==> src/rtl/spi_master.sv <==
// SPI command master: shifts a 10-bit opcode+payload word out MSB first and,
// for read-data frames, waits WAIT_CYCLES idle cycles before clocking in one byte.
module spi_master #(
  parameter int unsigned WAIT_CYCLES = 3
) (
  input  logic       clk,
  input  logic       rst_n,
  input  logic       cmd_valid,
  output logic       cmd_ready,
  input  logic [9:0] cmd_word,
  output logic       SS_n,
  output logic       MOSI,
  input  logic       MISO,
  output logic [7:0] rd_data,
  output logic       rd_valid,
  output logic       busy
);

  typedef enum logic [2:0] {
    ST_IDLE  = 3'd0,
    ST_START = 3'd1,
    ST_SHIFT = 3'd2,
    ST_WAIT  = 3'd3,
    ST_RECV  = 3'd4,
    ST_GAP   = 3'd5
  } state_t;

  localparam logic [3:0] WAIT_LAST = 4'(WAIT_CYCLES - 1);

  state_t      state_r;
  logic [9:0]  cmd_r;
  logic [3:0]  bit_cnt_r;
  logic [3:0]  wait_cnt_r;
  logic [6:0]  rx_sh_r;
  logic [7:0]  rd_data_r;
  logic        rd_valid_r;
  logic        ss_n_r;
  logic        mosi_r;
  logic        cmd_ready_r;

  assign cmd_ready = cmd_ready_r;
  assign busy      = ~cmd_ready_r;
  assign SS_n      = ss_n_r;
  assign MOSI      = mosi_r;
  assign rd_data   = rd_data_r;
  assign rd_valid  = rd_valid_r;

  // Frame sequencer; every output is loaded with the value of the state being entered.
  always_ff @(posedge clk or negedge rst_n) begin
    if (!rst_n) begin
      state_r     <= ST_IDLE;
      cmd_r       <= 10'd0;
      bit_cnt_r   <= 4'd0;
      wait_cnt_r  <= 4'd0;
      rx_sh_r     <= 7'd0;
      rd_data_r   <= 8'h00;
      rd_valid_r  <= 1'b0;
      ss_n_r      <= 1'b1;
      mosi_r      <= 1'b0;
      cmd_ready_r <= 1'b1;
    end else begin
      rd_valid_r <= 1'b0;
      case (state_r)
        ST_IDLE: begin
          if (cmd_valid) begin
            cmd_r       <= cmd_word;
            state_r     <= ST_START;
            ss_n_r      <= 1'b0;
            mosi_r      <= cmd_word[9];
            cmd_ready_r <= 1'b0;
          end
        end
        ST_START: begin
          state_r   <= ST_SHIFT;
          bit_cnt_r <= 4'd0;
          mosi_r    <= cmd_r[9];
        end
        ST_SHIFT: begin
          if (bit_cnt_r == 4'd9) begin
            bit_cnt_r <= 4'd0;
            mosi_r    <= 1'b0;
            if (cmd_r[9:8] == 2'b11) begin
              state_r    <= ST_WAIT;
              wait_cnt_r <= 4'd0;
            end else begin
              state_r <= ST_GAP;
              ss_n_r  <= 1'b1;
            end
          end else begin
            bit_cnt_r <= bit_cnt_r + 4'd1;
            mosi_r    <= cmd_r[4'd8 - bit_cnt_r];
          end
        end
        ST_WAIT: begin
          if (wait_cnt_r == WAIT_LAST) begin
            state_r    <= ST_RECV;
            wait_cnt_r <= 4'd0;
            bit_cnt_r  <= 4'd0;
          end else begin
            wait_cnt_r <= wait_cnt_r + 4'd1;
          end
        end
        ST_RECV: begin
          // MISO is taken on the edge that closes each RECV cycle.
          rx_sh_r <= {rx_sh_r[5:0], MISO};
          if (bit_cnt_r == 4'd7) begin
            rd_data_r  <= {rx_sh_r, MISO};
            rd_valid_r <= 1'b1;
            bit_cnt_r  <= 4'd0;
            state_r    <= ST_GAP;
            ss_n_r     <= 1'b1;
          end else begin
            bit_cnt_r <= bit_cnt_r + 4'd1;
          end
        end
        ST_GAP: begin
          state_r     <= ST_IDLE;
          cmd_ready_r <= 1'b1;
        end
        default: begin
          state_r     <= ST_IDLE;
          bit_cnt_r   <= 4'd0;
          wait_cnt_r  <= 4'd0;
          ss_n_r      <= 1'b1;
          mosi_r      <= 1'b0;
          cmd_ready_r <= 1'b1;
        end
      endcase
    end
  end

endmodule

==> config.mk <==
export PLATFORM = sky130hd
export DESIGN_NAME = spi_master
export DESIGN_NICKNAME = d
export VERILOG_FILES = /design/src/rtl/spi_master.sv
export SDC_FILE = /design/constraint.sdc
export NUM_CORES = 1
export LEC_CHECK = 0
export ABC_CLOCK_PERIOD_IN_PS = 5150
export BUFFER_PORTS_ARGS = -buffer_cell sky130_fd_sc_hd__buf_2
export CAP_MARGIN = 20
export CORE_MARGIN = 4
export CORE_UTILIZATION = 40
export CTS_CLUSTER_SIZE = 30
export DETAILED_ROUTE_END_ITERATION = 12
export HOLD_SLACK_MARGIN = 0.08
export PLACE_DENSITY = 0.63
export SYNTH_ARGS = -nofsm -noshare
export SYNTH_HDL_FRONTEND = slang
export SYNTH_SLANG_ARGS = --single-unit
==> constraint.sdc <==
create_clock -name clk -period 5.15 [get_ports clk]
set_input_delay 0.515 -clock clk [delete_from_list [all_inputs] [get_ports clk]]
set_output_delay 0.515 -clock clk [all_outputs]
set_load 0.005 [all_outputs]
# == Word-level counts from Yosys, hierarchy flattened ==
# Index checks and enable logic that the tools add are counted.
# totals
regBits,40
latch_bits,0
ramBits,0
mem_bits_ro,0
in_bits,14
out_inout_bits,13
word_cells,76
memories,0
# classes
n_addsub,3
n_mul,0
div,0
magnitude_cmp,1
n_eq_ne,15
shift,0
mux,27
bitwise_logic,6
reduce_logical,14
# ops
operator,count
4-bit 2-to-1 mux,6
4-bit one-hot mux with 4 select lines,1
3-bit 2-to-1 mux,5
3-bit one-hot mux with 5 select lines,1
2-bit inequality test (second input constant),6
4-bit one-hot mux with 3 select lines,1
2-bit AND reduction,5
1-bit 2-to-1 mux,9
4-bit by 1-bit adder with 4-bit output (second input constant),2
1-bit one-hot mux with 4 select lines,2
4-bit OR reduction,2
3-bit by 2-bit equality test with 1-bit output (second input constant),2
3-bit equality test (second input constant),2
1-bit NOT,6
3-bit OR reduction,2
4-bit by 5-bit less-than comparator with 1-bit output (second input constant),1
5-bit AND reduction,1
1-bit binary-select mux with 4-bit select,1
4-bit by 2-bit equality test with 1-bit output (second input constant),1
4-bit by 3-bit equality test with 1-bit output (second input constant),1
4-bit equality test (second input constant),1
4-bit AND reduction,1
4-bit subtractor (first input constant),1
3-bit by 1-bit equality test with 1-bit output (second input constant),1
other kinds (5),5

# == Longest topological paths before layout ==
# Gate-level depths: netlist of the first run.
# depth
depth_word,5
mapped_depth,7
mapped_depth_nobuf,6

# == Worst setup path before layout of the first run ==
# Ideal clock, no wire load.
# synth_path
kind,flip-flop to flip-flop
start,reg bit_cnt_r[0]
end,reg mosi_r (netlist: MOSI)
setup_ps,135
t_arrival_ps,1562
required_ps,5015
setup_slack_ps,3454
path_stages_with_launch,8
path_buffers,1
period_less_slack_ps,1696
cell_sequence,dfrtp_1 -> buf_6 -> inv_1 -> ha_1 -> mux4_1 -> mux2_2 -> mux2i_1 -> o31ai_1
# synth_via
elab_chain_len,5
word_cells_on_any_way,6
cone_classes,add/sub (1); eq/ne (1); mux (4)
# synth_rtl
item,line_no,rtl
start: declaration,32,logic [3:0] bit_cnt_r;
start signal: assignment,90,bit_cnt_r <= bit_cnt_r + 4'd1;
start signal: assignment,113,bit_cnt_r <= bit_cnt_r + 4'd1;
4-bit subtractor,91,mosi_r <= cmd_r[4'd8 - bit_cnt_r];
1-bit binary-select mux with 4-bit select,91,
1-bit 2-to-1 mux (not written as such),91,
1-bit 2-to-1 mux *,79,if (bit_cnt_r == 4'd9) begin
1-bit one-hot mux with 4 select lines *,63,case (state_r)
end signal: assignment,69,mosi_r <= cmd_word[9];
end signal: assignment,76,mosi_r <= cmd_r[9];
end signal: assignment,91,
end: declaration,38,logic mosi_r;
# Mark *: on every way between the ends. The rest lies on a longest branch, timed or not. The select of a mux whose other input is x is not followed.
# A chain may end at the register's enable or synchronous reset.

# == Worst setup path after layout of the first run ==
# Same ends and word-level chain as after synthesis.

==> results.py, run 1 <==
metrics = {
    "status": {
        "status": "finished clean",
    },
    "synth": {
        "syn_area_um2": 1970,
        "syn_nets": 182,
        "synth_cell_types": 41,
        "ys_ff_latch": 40,
        "async_flop_share_pct": 100,
        "yosysSeqAreaShare_pct": 51.0,
        "synth_edf_count": 0,
        "synth_ff_type": "dfrtp_1",
        "syn_inst": 163,
        "postSynthAreaPerCell_um2": 12.1,
        "ys_warn_count": 0,
    },
    "die": {
        "dieArea_um2": 6110,
        "ioPinCount": 27,
        "initial_utilization_pct": 41.4,
        "rows": 25,
        "fp.dieH_um": 78.2,
        "fp.coreArea_um2": 4750,
        "die_w_um": 78.2,
    },
    "placement": {
        "hpwl_um": 2650,
        "dpl_cell_area_um2": 2130,
        "port_buffers": 26,
        "place.gp.congestion": 0.724,
    },
    "sta": {
        "finalSetupViolCount": 0,
        "grt_setup_unrepaired": "no",
        "finClkSkew_ps": 2.73,
        "fmax_mhz": 510,
        "fin_crit_sh_pct": 38.1,
        "drv_slew": 0,
        "hold_viol_final": 0,
        "setup-tns-final_ps": 0,
        "period_needed_ps": 1960,
        "max_slew_margin_pct": 42.2,
        "tightestPinTransition_ps": 867,
    },
    "flow_run": {
        "maxCapViolCount": 0,
    },
    "grt": {
        "grt-ovfl-total": 0,
        "grt_pass1_wl_um": 6460,
        "grt_max_degree": 41,
        "grt_util_all_layers_pct": 13.3,
        "antenna_found_initial": 0,
        "first_global_vias": 1356,
    },
    "layout": {
        "antenna-diode-count": 0,
        "drive_gt1_share_pct": 34.9,
        "nFillCells": 465,
        "final_area_um2": 2220,
        "fin_nets": 207,
        "syn2layout_area_growth_pct": 13.0,
        "mostFrequentLayoutCells": "38 x dfrtp_1, 27 x mux2_2, 26 x buf_2, 10 x nand2_1, 9 x a21oi_1",
        "final_common_cell": "dfrtp_1",
    },
    "route": {
        "route.final.wire_length_um": 3620,
        "drt_first_pass_iters": 4,
        "drt_iter0_markers": 34,
        "drc_errors": 0,
        "post_drt_via_cell_ratio": 5.16,
        "vias": 1320,
        "wl_per_cell_um": 14.1,
        "drtAntennaViolNets": 0,
    },
    "cts": {
        "cts_resized": 0,
        "clockRootBuffer": "clkbuf_8",
        "clockBufferDepth": 2,
        "cts_hold_buf": 0,
        "cts_buffers": 5,
        "clk_pin_slew_worst_paths_ps": 80,
        "worstSkewPairLatency_ps": 290,
        "cts_sinks": 40,
        "cts_max_level": 2,
        "cts_tree": "done",
        "post_cts_buffers": 0,
    },
    "critical_path": {
        "crit_path_max_fanout": 8,
        "end_kind": "register",
        "cp_slowest_stage_delay_ps": 540,
        "cp_slowest_cell": "dfrtp_1",
        "required_ps": 5310,
        "startpoint_type": "register",
        "crit_type": "reg2reg",
        "path_cells": "inv_1, ha_1, mux4_1, mux2_2, mux2i_1, o31ai_1",
        "crit_arrival_ps": 2120,
    },
    "power": {
        "power_density_nw_per_um2": 538,
        "vdd_drop_max_mv": 0.245,
        "leakage_nw": 1.05,
    },
    "worst_hold_path": {
        "hold_path.class": "in2async",
    },
}
[critical path: cells and delay by family, from the launching register on]
kind | cells | cell delay [ps]
multiplexers | 3 | 700
flip-flops | 1 | 540
adder cells (fa/ha/maj) | 1 | 370
buffers and inverters | 1 | 120
AO/OA/AOI/OAI | 1 | 80
[final cells by class]
cell class	count	area [um^2]	area share, %
multi-input cells	107	887	39.9
clock inverters	3	21.3	0.956
well taps	67	83.8	3.77
repair buffers	26	130	5.85
inverters	8	30.0	1.35
clock buffers	5	68.8	3.09
flip-flops and latches	40	1000	45.1
[state kept, by name, summed over array words and instances (netlist names)]
name        flops
rx_sh_r         7
rd_valid        1
cmd_ready       1
bit_cnt_r       4
state_r         3
wait_cnt_r      4
cmd_r          10
SS_n            1
MOSI            1
rd_data         8
[Yosys cell counts (5+ instances only)]
cell type / count / area, um^2
dfrtp_1: 38 / 951
mux2_2: 27 / 304
nand2_1: 10 / 37.5
a21oi_1: 9 / 45.0
inv_1: 8 / 30.0
ha_1: 5 / 62.6
[stage by stage]
step / hold WS, ps / util [%] / worst slack, ps / total power (W) / std cells
global placement: 484 / 44.9 / 3190 / 0.000967 / 248
floorplan: 219 / - / 3450 / 0.000897 / 163
finish: 332 / 46.8 / 3190 / 0.00120 / 256
global route: 404 / 46.8 / 3020 / 0.00130 / 256
CTS: 359 / 46.8 / 3180 / 0.00121 / 256
detailed placement: 491 / 44.9 / 3200 / 0.000999 / 248
[final timing paths]
kind | slack [ps] | cells past startpoint | end | start
max | 3190 | 6 | MOSI | bit_cnt_r[0]
min | 330 | 1 | wait_cnt_r[2] | rst_n
max reg2reg | 3190 | 6 | MOSI | bit_cnt_r[0]
min reg2reg | 500 | 2 | cmd_ready | cmd_ready
max in group asynchronous | 4280 | 1 | bit_cnt_r[0] | rst_n
min in group clk | 450 | 2 | cmd_r[7] | cmd_word[7]
[cells by family (layout without fill, tap and decap cells)]
family	count (synthesis)	after routing	share of synthesized area, %
compound gates	32	32	11.1
mux	32	32	19.6
flops	40	40	51.0
xor+xnor	4	4	1.78
simple gates	34	34	9.34
buf+inv	16	42	4.00
fa+ha+maj	5	5	3.18
[where the power goes]
part           total [W]  internal (W)  leakage (nW)  switching, W
Clock           0.000209     0.0000960        0.0445      0.000113
Combinational   0.000433      0.000234         0.494      0.000199
Sequential      0.000556      0.000428         0.508      0.000128
Total            0.00120      0.000757          1.05      0.000440
[per-layer routing]
layer  up-vias  wire [um]  global-route usage (%)  part of all wire (%)
li1        638          -                       -                     -
met1       653       1580                    16.3                    44
met2        23       1810                    21.8                    50
met3         6        171                    4.24                   4.7
met4         0         57                    5.24                   1.6
met5         -          0                       0                     0
Note: power is estimated with default switching activity, not from simulation.
==> run 2: changes to the inputs <==
ABC_AREA = 1   (was not set)
ABC_CLOCK_PERIOD_IN_PS = 1640   (was 5150)
PLACE_DENSITY = 0.65   (was 0.63)
clock period = 1.64 ns   (was 5.15 ns; I/O delays follow)
==> run 2 against run 1 <==
Synthesized cell count up 42%; critical path type unchanged; hold slack worse by 250 ps; clock power rose to 3.2 times the previous value; count of clock-buffer cells in the layout up 1.
==> results.py, run 2 <==
metrics = {
    "sta": {
        "grt_setup_unrepaired": "no",
        "finalSetupViolCount": 0,
        "fmax_mhz": 683,
        "drv_slew": 0,
        "period_needed_ps": 1460,
        "hold_viol_final": 0,
        "tightestPinTransition_ps": 348,
        "finClkSkew_ps": 6.31,
        "fin_crit_sh_pct": 89.3,
        "setup-tns-final_ps": 0,
        "timing.final.ws_setup_ps": 176,
        "max_slew_margin_pct": 76.8,
    },
    "route": {
        "drc_errors": 0,
        "drtAntennaViolNets": 0,
        "route.final.wire_length_um": 3850,
        "vias": 1578,
        "drt_first_pass_iters": 4,
        "drt_iter0_markers": 85,
        "post_drt_via_cell_ratio": 4.67,
        "wl_per_cell_um": 11.4,
    },
    "power": {
        "vdd_drop_max_mv": 0.716,
        "leakage_nw": 1.20,
        "p_switching_w": 0.00158,
        "seq_power_share_pct": 39.9,
        "combPwrFrac_pct": 42.9,
        "pwr-share-clk_pct": 17.3,
        "p_int_w": 0.00230,
        "swShare_pct": 40.7,
        "power_density_nw_per_um2": 1630,
    },
    "die": {
        "rows": 25,
        "ioPinCount": 27,
        "fp.coreArea_um2": 4790,
        "initial_utilization_pct": 41.7,
        "dieArea_um2": 6190,
        "die_w_um": 78.7,
        "fp.dieH_um": 78.7,
    },
    "synth": {
        "syn_inst": 231,
        "syn_area_um2": 2000,
        "async_flop_share_pct": 100,
        "ys_ff_latch": 40,
        "synth_cell_types": 27,
        "yosys-top-cells-count": "60 x nand2_1, 38 x dfrtp_1, 32 x inv_1",
        "yosysTopAreaCellShare_pct": 47.6,
        "yosysSeqAreaShare_pct": 50.3,
        "ys_warn_count": 0,
        "synth_edf_count": 0,
        "postSynthAreaPerCell_um2": 8.64,
        "syn_nets": 250,
        "yosys-top-cells-area": "dfrtp_1 48%, nand2_1 11%, inv_1 6.0%",
        "synth_most_common_cell": "nand2_1",
        "synth_ff_type": "dfrtp_1",
        "synth_top_area_cell": "dfrtp_1",
    },
    "critical_path": {
        "crit_arrival_ps": 1640,
        "crit_type": "reg2reg",
        "cp_slowest_cell": "dfrtp_1",
        "critPathTopFamily": "simple AND/OR/NAND/NOR gates",
        "cp_slowest_stage_delay_ps": 420,
        "path_buf_inv": 1,
        "cp-startpoint": "bit_cnt_r[1]",
        "end_kind": "register",
        "required_ps": 1810,
        "regToRegStartpoint": "bit_cnt_r[1]",
        "crit_path_max_fanout": 5,
        "path_cells": "inv_2, ha_1, nand3_1, nand2_2, o21ai_2, nor2_2, nand2_2, nor2_1, a21oi_1",
        "startpoint_type": "register",
        "path_common_cell": "nand2_2",
    },
    "layout": {
        "largest_reg_flops": 10,
        "syn2layout_area_growth_pct": 19.7,
        "nFillCells": 459,
        "final_common_cell": "nand2_1",
        "antenna-diode-count": 0,
        "fin_nets": 289,
        "mostFrequentLayoutCells": "60 x nand2_1, 38 x dfrtp_1, 31 x inv_1, 26 x buf_2, 21 x o21ai_0",
        "multi_input_area_um2": 836,
        "regMostFlops": "cmd_r",
        "fin_util_pct": 49.9,
        "regArea_um2": 1000,
        "drive_gt1_share_pct": 25.8,
    },
    "cts": {
        "clockBufferDepth": 2,
        "clockRootBuffer": "clkbuf_8",
        "worstSkewPairLatency_ps": 280,
        "cts_tree": "done",
        "cts_sinks": 40,
        "cts_buffers": 5,
        "post_cts_buffers": 0,
        "clk_pin_slew_worst_paths_ps": 80,
        "cts_max_level": 2,
    },
    "grt": {
        "antenna_found_initial": 0,
        "grt-ovfl-total": 0,
        "grt_util_all_layers_pct": 13.7,
        "grt_pass1_wl_um": 6810,
        "grt_max_degree": 41,
        "first_global_vias": 1553,
    },
    "placement": {
        "place.gp.congestion": 0.858,
        "port_buffers": 26,
        "pre_cts_slack_ps": 78.5,
        "hpwl_um": 2900,
    },
    "worst_hold_path": {
        "hold_path.class": "in2reg",
        "hp-start": "cmd_word[3]",
    },
    "status": {
        "status": "finished clean",
    },
    "flow_run": {
        "maxCapViolCount": 0,
    },
}
==> run 2: changes by cell type after synthesis, moves of 4 or more <==
cell     before  now
nand3_1       3   17
o22ai_1       1    5
mux2_2       27    0
inv_2         0    5
inv_1         8   32
nand2_1      10   60
o21ai_0       3   21
o21ai_2       0    8
==> run 2: routing by layer <==
metal	up-vias	GRT usage, %	routed length, um
li1	815	-	-
met1	739	16.8	1770
met2	20	22.9	1880
met3	4	4.36	151
met4	0	4.20	41
met5	-	0	0
==> run 2: cells by family (layout without fill, tap and decap cells) <==
group | count (synthesis) | after routing | synth area share (%)
buf+inv | 41 | 81 | 8.52
fa+ha+maj | 5 | 5 | 3.13
simple gates | 99 | 99 | 23.8
xor+xnor | 5 | 5 | 2.19
flops | 40 | 40 | 50.3
compound gates | 41 | 41 | 12.1
==> run 2: final timing paths <==
path / end / slack, ps / cells past startpoint
max in group asynchronous: cmd_ready / 1010 / 3
max reg2reg: state_r[1] / 180 / 9
min: cmd_r[3] / 90 / 3
max: state_r[1] / 180 / 9
min reg2reg: SS_n / 460 / 2
min in group asynchronous: cmd_r[6] / 370 / 3
==> run 2: stage by stage <==
stage	total power, W	std cells	hold WS (ps)	cell area, um^2
6_report	0.00388	338	86.1	2390
5_1_grt	0.00426	338	91.3	2390
4_1_cts	0.00390	338	84.5	2380
3_5_place_dp	0.00320	325	152	2230
3_3_place_gp	0.00317	325	150	2230
2_1_floorplan	0.00276	231	-132	2000
==> run 2: worst min-delay path, stage by stage <==
cell	delay, ps
buf_2	70
nand2_1	40
o21ai_0	60
==> run 2: final cells by class <==
| cell class | count | area share (%) |
|---|---|---|
| Multi-Input combinational cell | 150 | 35.0 |
| Tap cell | 67 | 3.51 |
| Clock inverter | 2 | 0.628 |
| Clock buffer | 6 | 3.46 |
| Sequential cell | 40 | 42.0 |
| Inverter | 37 | 5.81 |
| Timing Repair Buffer | 36 | 9.63 |
==> run 2: timing repair <==
item / 4_1_cts / 5_1_grt
hold buffers: 5 / 0
resized for setup: 0 / 2
hold endpoints to repair: 44 / 0
endpoints found under the setup margin: 0 / 2
==> run 2: power groups by stage <==
stage                     logic (W)  clock network [W]  registers (W)
after floorplan             0.00124                  0        0.00152
after detailed placement    0.00164                  0        0.00157
after global routing        0.00193           0.000745        0.00159
after CTS                   0.00165           0.000696        0.00155
final                       0.00166           0.000671        0.00155
after global placement      0.00161                  0        0.00156
==> run 3: changes to the inputs <==
PLACE_DENSITY = 0.66   (was 0.65)
==> run 3 against run 2 <==
Hold slack improved by 1.0 ps; via count rose by 1.4%; fmax rose by 2.2%; register-to-register slack improved by 30 ps; setup slack improved by 31 ps; critical endpoint is now MOSI; cell area rose by 1.2%; largest power group unchanged; clock power barely moved; die area did not move; combinational power barely moved; sequential share of layout area fell by 0.50 points.
==> results.py, run 3 (synthesis results as in run 2) <==
metrics = {
    "placement": {
        "hpwl_um": 2960,
        "place.gp.congestion": 0.782,
        "pre_cts_slack_ps": 120,
        "dp_cells": 326,
        "port_buffers": 26,
    },
    "cts": {
        "cts_sinks": 40,
        "clockRootBuffer": "clkbuf_8",
        "cts_tree": "done",
        "worstSkewPairLatency_ps": 290,
        "cts_max_level": 2,
        "clockBufferDepth": 2,
        "cts_buffers": 5,
        "clk_pin_slew_worst_paths_ps": 80,
    },
    "layout": {
        "final_cells": 343,
        "mostFrequentLayoutCells": "60 x nand2_1, 38 x dfrtp_1, 31 x inv_1, 26 x buf_2, 21 x o21ai_0",
        "nFillCells": 460,
        "largest_reg_flops": 10,
        "regMostFlops": "cmd_r",
        "final_common_cell": "nand2_1",
        "syn2layout_area_growth_pct": 21.1,
        "regArea_um2": 1000,
        "fin_nets": 294,
        "antenna-diode-count": 0,
        "multi_input_area_um2": 836,
        "drive_gt1_share_pct": 25.7,
        "fin_util_pct": 50.5,
    },
    "route": {
        "drc_errors": 0,
        "post_drt_via_cell_ratio": 4.66,
        "drtAntennaViolNets": 0,
        "vias": 1600,
        "route.final.wire_length_um": 3990,
        "drt_first_pass_iters": 4,
        "wl_per_cell_um": 11.6,
        "drt_iter0_markers": 80,
    },
    "power": {
        "power_density_nw_per_um2": 1620,
        "leakage_nw": 1.22,
        "vdd_drop_max_mv": 0.950,
    },
    "die": {
        "fp.coreArea_um2": 4790,
        "dieArea_um2": 6190,
        "rows": 25,
        "fp.dieH_um": 78.7,
        "die_w_um": 78.7,
        "ioPinCount": 27,
        "initial_utilization_pct": 41.7,
    },
    "sta": {
        "finClkSkew_ps": 7.45,
        "grt_setup_unrepaired": "no",
        "drv_slew": 0,
        "timing.hold.ws_ps": 87.1,
        "max_slew_margin_pct": 75.1,
        "setup-tns-final_ps": 0,
        "fin_crit_sh_pct": 87.4,
        "timing.final.ws_setup_ps": 207,
        "tightestPinTransition_ps": 374,
        "hold_viol_final": 0,
        "period_needed_ps": 1430,
        "finalSetupViolCount": 0,
        "fmax_mhz": 698,
    },
    "grt": {
        "first_global_vias": 1708,
        "grt-ovfl-total": 0,
        "grt_pass1_wl_um": 7220,
        "antenna_found_initial": 0,
        "grt_util_all_layers_pct": 14.7,
        "grt_max_degree": 19,
    },
    "critical_path": {
        "crit_path_max_fanout": 4,
        "required_ps": 1870,
        "cp_slowest_cell": "dfrtp_1",
        "crit_type": "reg2reg",
        "startpoint_type": "register",
        "cp_slowest_stage_delay_ps": 410,
        "path_common_cell": "nand2_1",
        "path_cells": "inv_1, ha_4, xor2_1, buf_4, nand4_1, nand2_1, nand2_1, nand2_1, nand2_1, nand2_1",
        "end_kind": "register",
        "crit_arrival_ps": 1660,
    },
    "worst_hold_path": {
        "hold_path.class": "in2reg",
    },
    "flow_run": {
        "maxCapViolCount": 0,
    },
    "status": {
        "status": "finished clean",
    },
}
==> run 3: final timing paths <==
| kind | start | endpoint | slack, ps | cells past startpoint |
|---|---|---|---|---|
| setup / recovery | bit_cnt_r[0] | MOSI | 210 | 10 |
| hold / removal | cmd_word[1] | cmd_r[1] | 90 | 3 |
| setup reg to reg | bit_cnt_r[0] | MOSI | 210 | 10 |
| hold reg to reg | SS_n | SS_n | 470 | 2 |
| max in group asynchronous | rst_n | cmd_ready | 730 | 3 |
| min in group asynchronous | rst_n | cmd_r[5] | 320 | 2 |
==> run 3: cell type report <==
type | instances | share of cell area (%)
Timing Repair Buffer | 41 | 10.9
Tap cell | 67 | 3.47
Multi-Input combinational cell | 150 | 34.6
Inverter | 37 | 5.74
Sequential cell | 40 | 41.5
Clock buffer | 7 | 3.57
Clock inverter | 1 | 0.310
==> run 3: power by group <==
group          internal (W)  switching, W  total (W)
logic              0.000669       0.00102    0.00169
clock network      0.000342      0.000333   0.000674
registers           0.00132      0.000233    0.00155
==> run 3: critical path: cells and delay by family, from the launching register on <==
family                     cells  cell delay (ps)
DFF                            1              410
and+or+nand+nor                6              380
buffers and inverters          2              260
xor gates and xnor gates       1              170
adders and majority gates      1              160
==> run 3: per-layer routing <==
layer | part of all wire, % | global-route usage, % | wire (um) | vias to the layer above
met1 | 44 | 16.6 | 1740 | 754
li1 | - | - | - | 820
met5 | 0 | 0 | 0 | -
met2 | 51 | 26.0 | 2020 | 20
met4 | 1.5 | 4.90 | 61 | 0
met3 | 4.1 | 4.59 | 165 | 6
==> run 3: per-stage QoR <==
stage	total power, W	area, um^2
2_1_floorplan	0.00276	2000
5_1_grt	0.00431	2420
6_report	0.00392	2420
3_3_place_gp	0.00316	2220
3_5_place_dp	0.00320	2220
4_1_cts	0.00390	2400
==> run 3: timing repair <==
action,in CTS,in global routing
endpoints found under the setup margin,0,1
buffers inserted,0,1
hold endpoints to repair,21,0
gates resized for setup,0,2
hold buffers,8,0
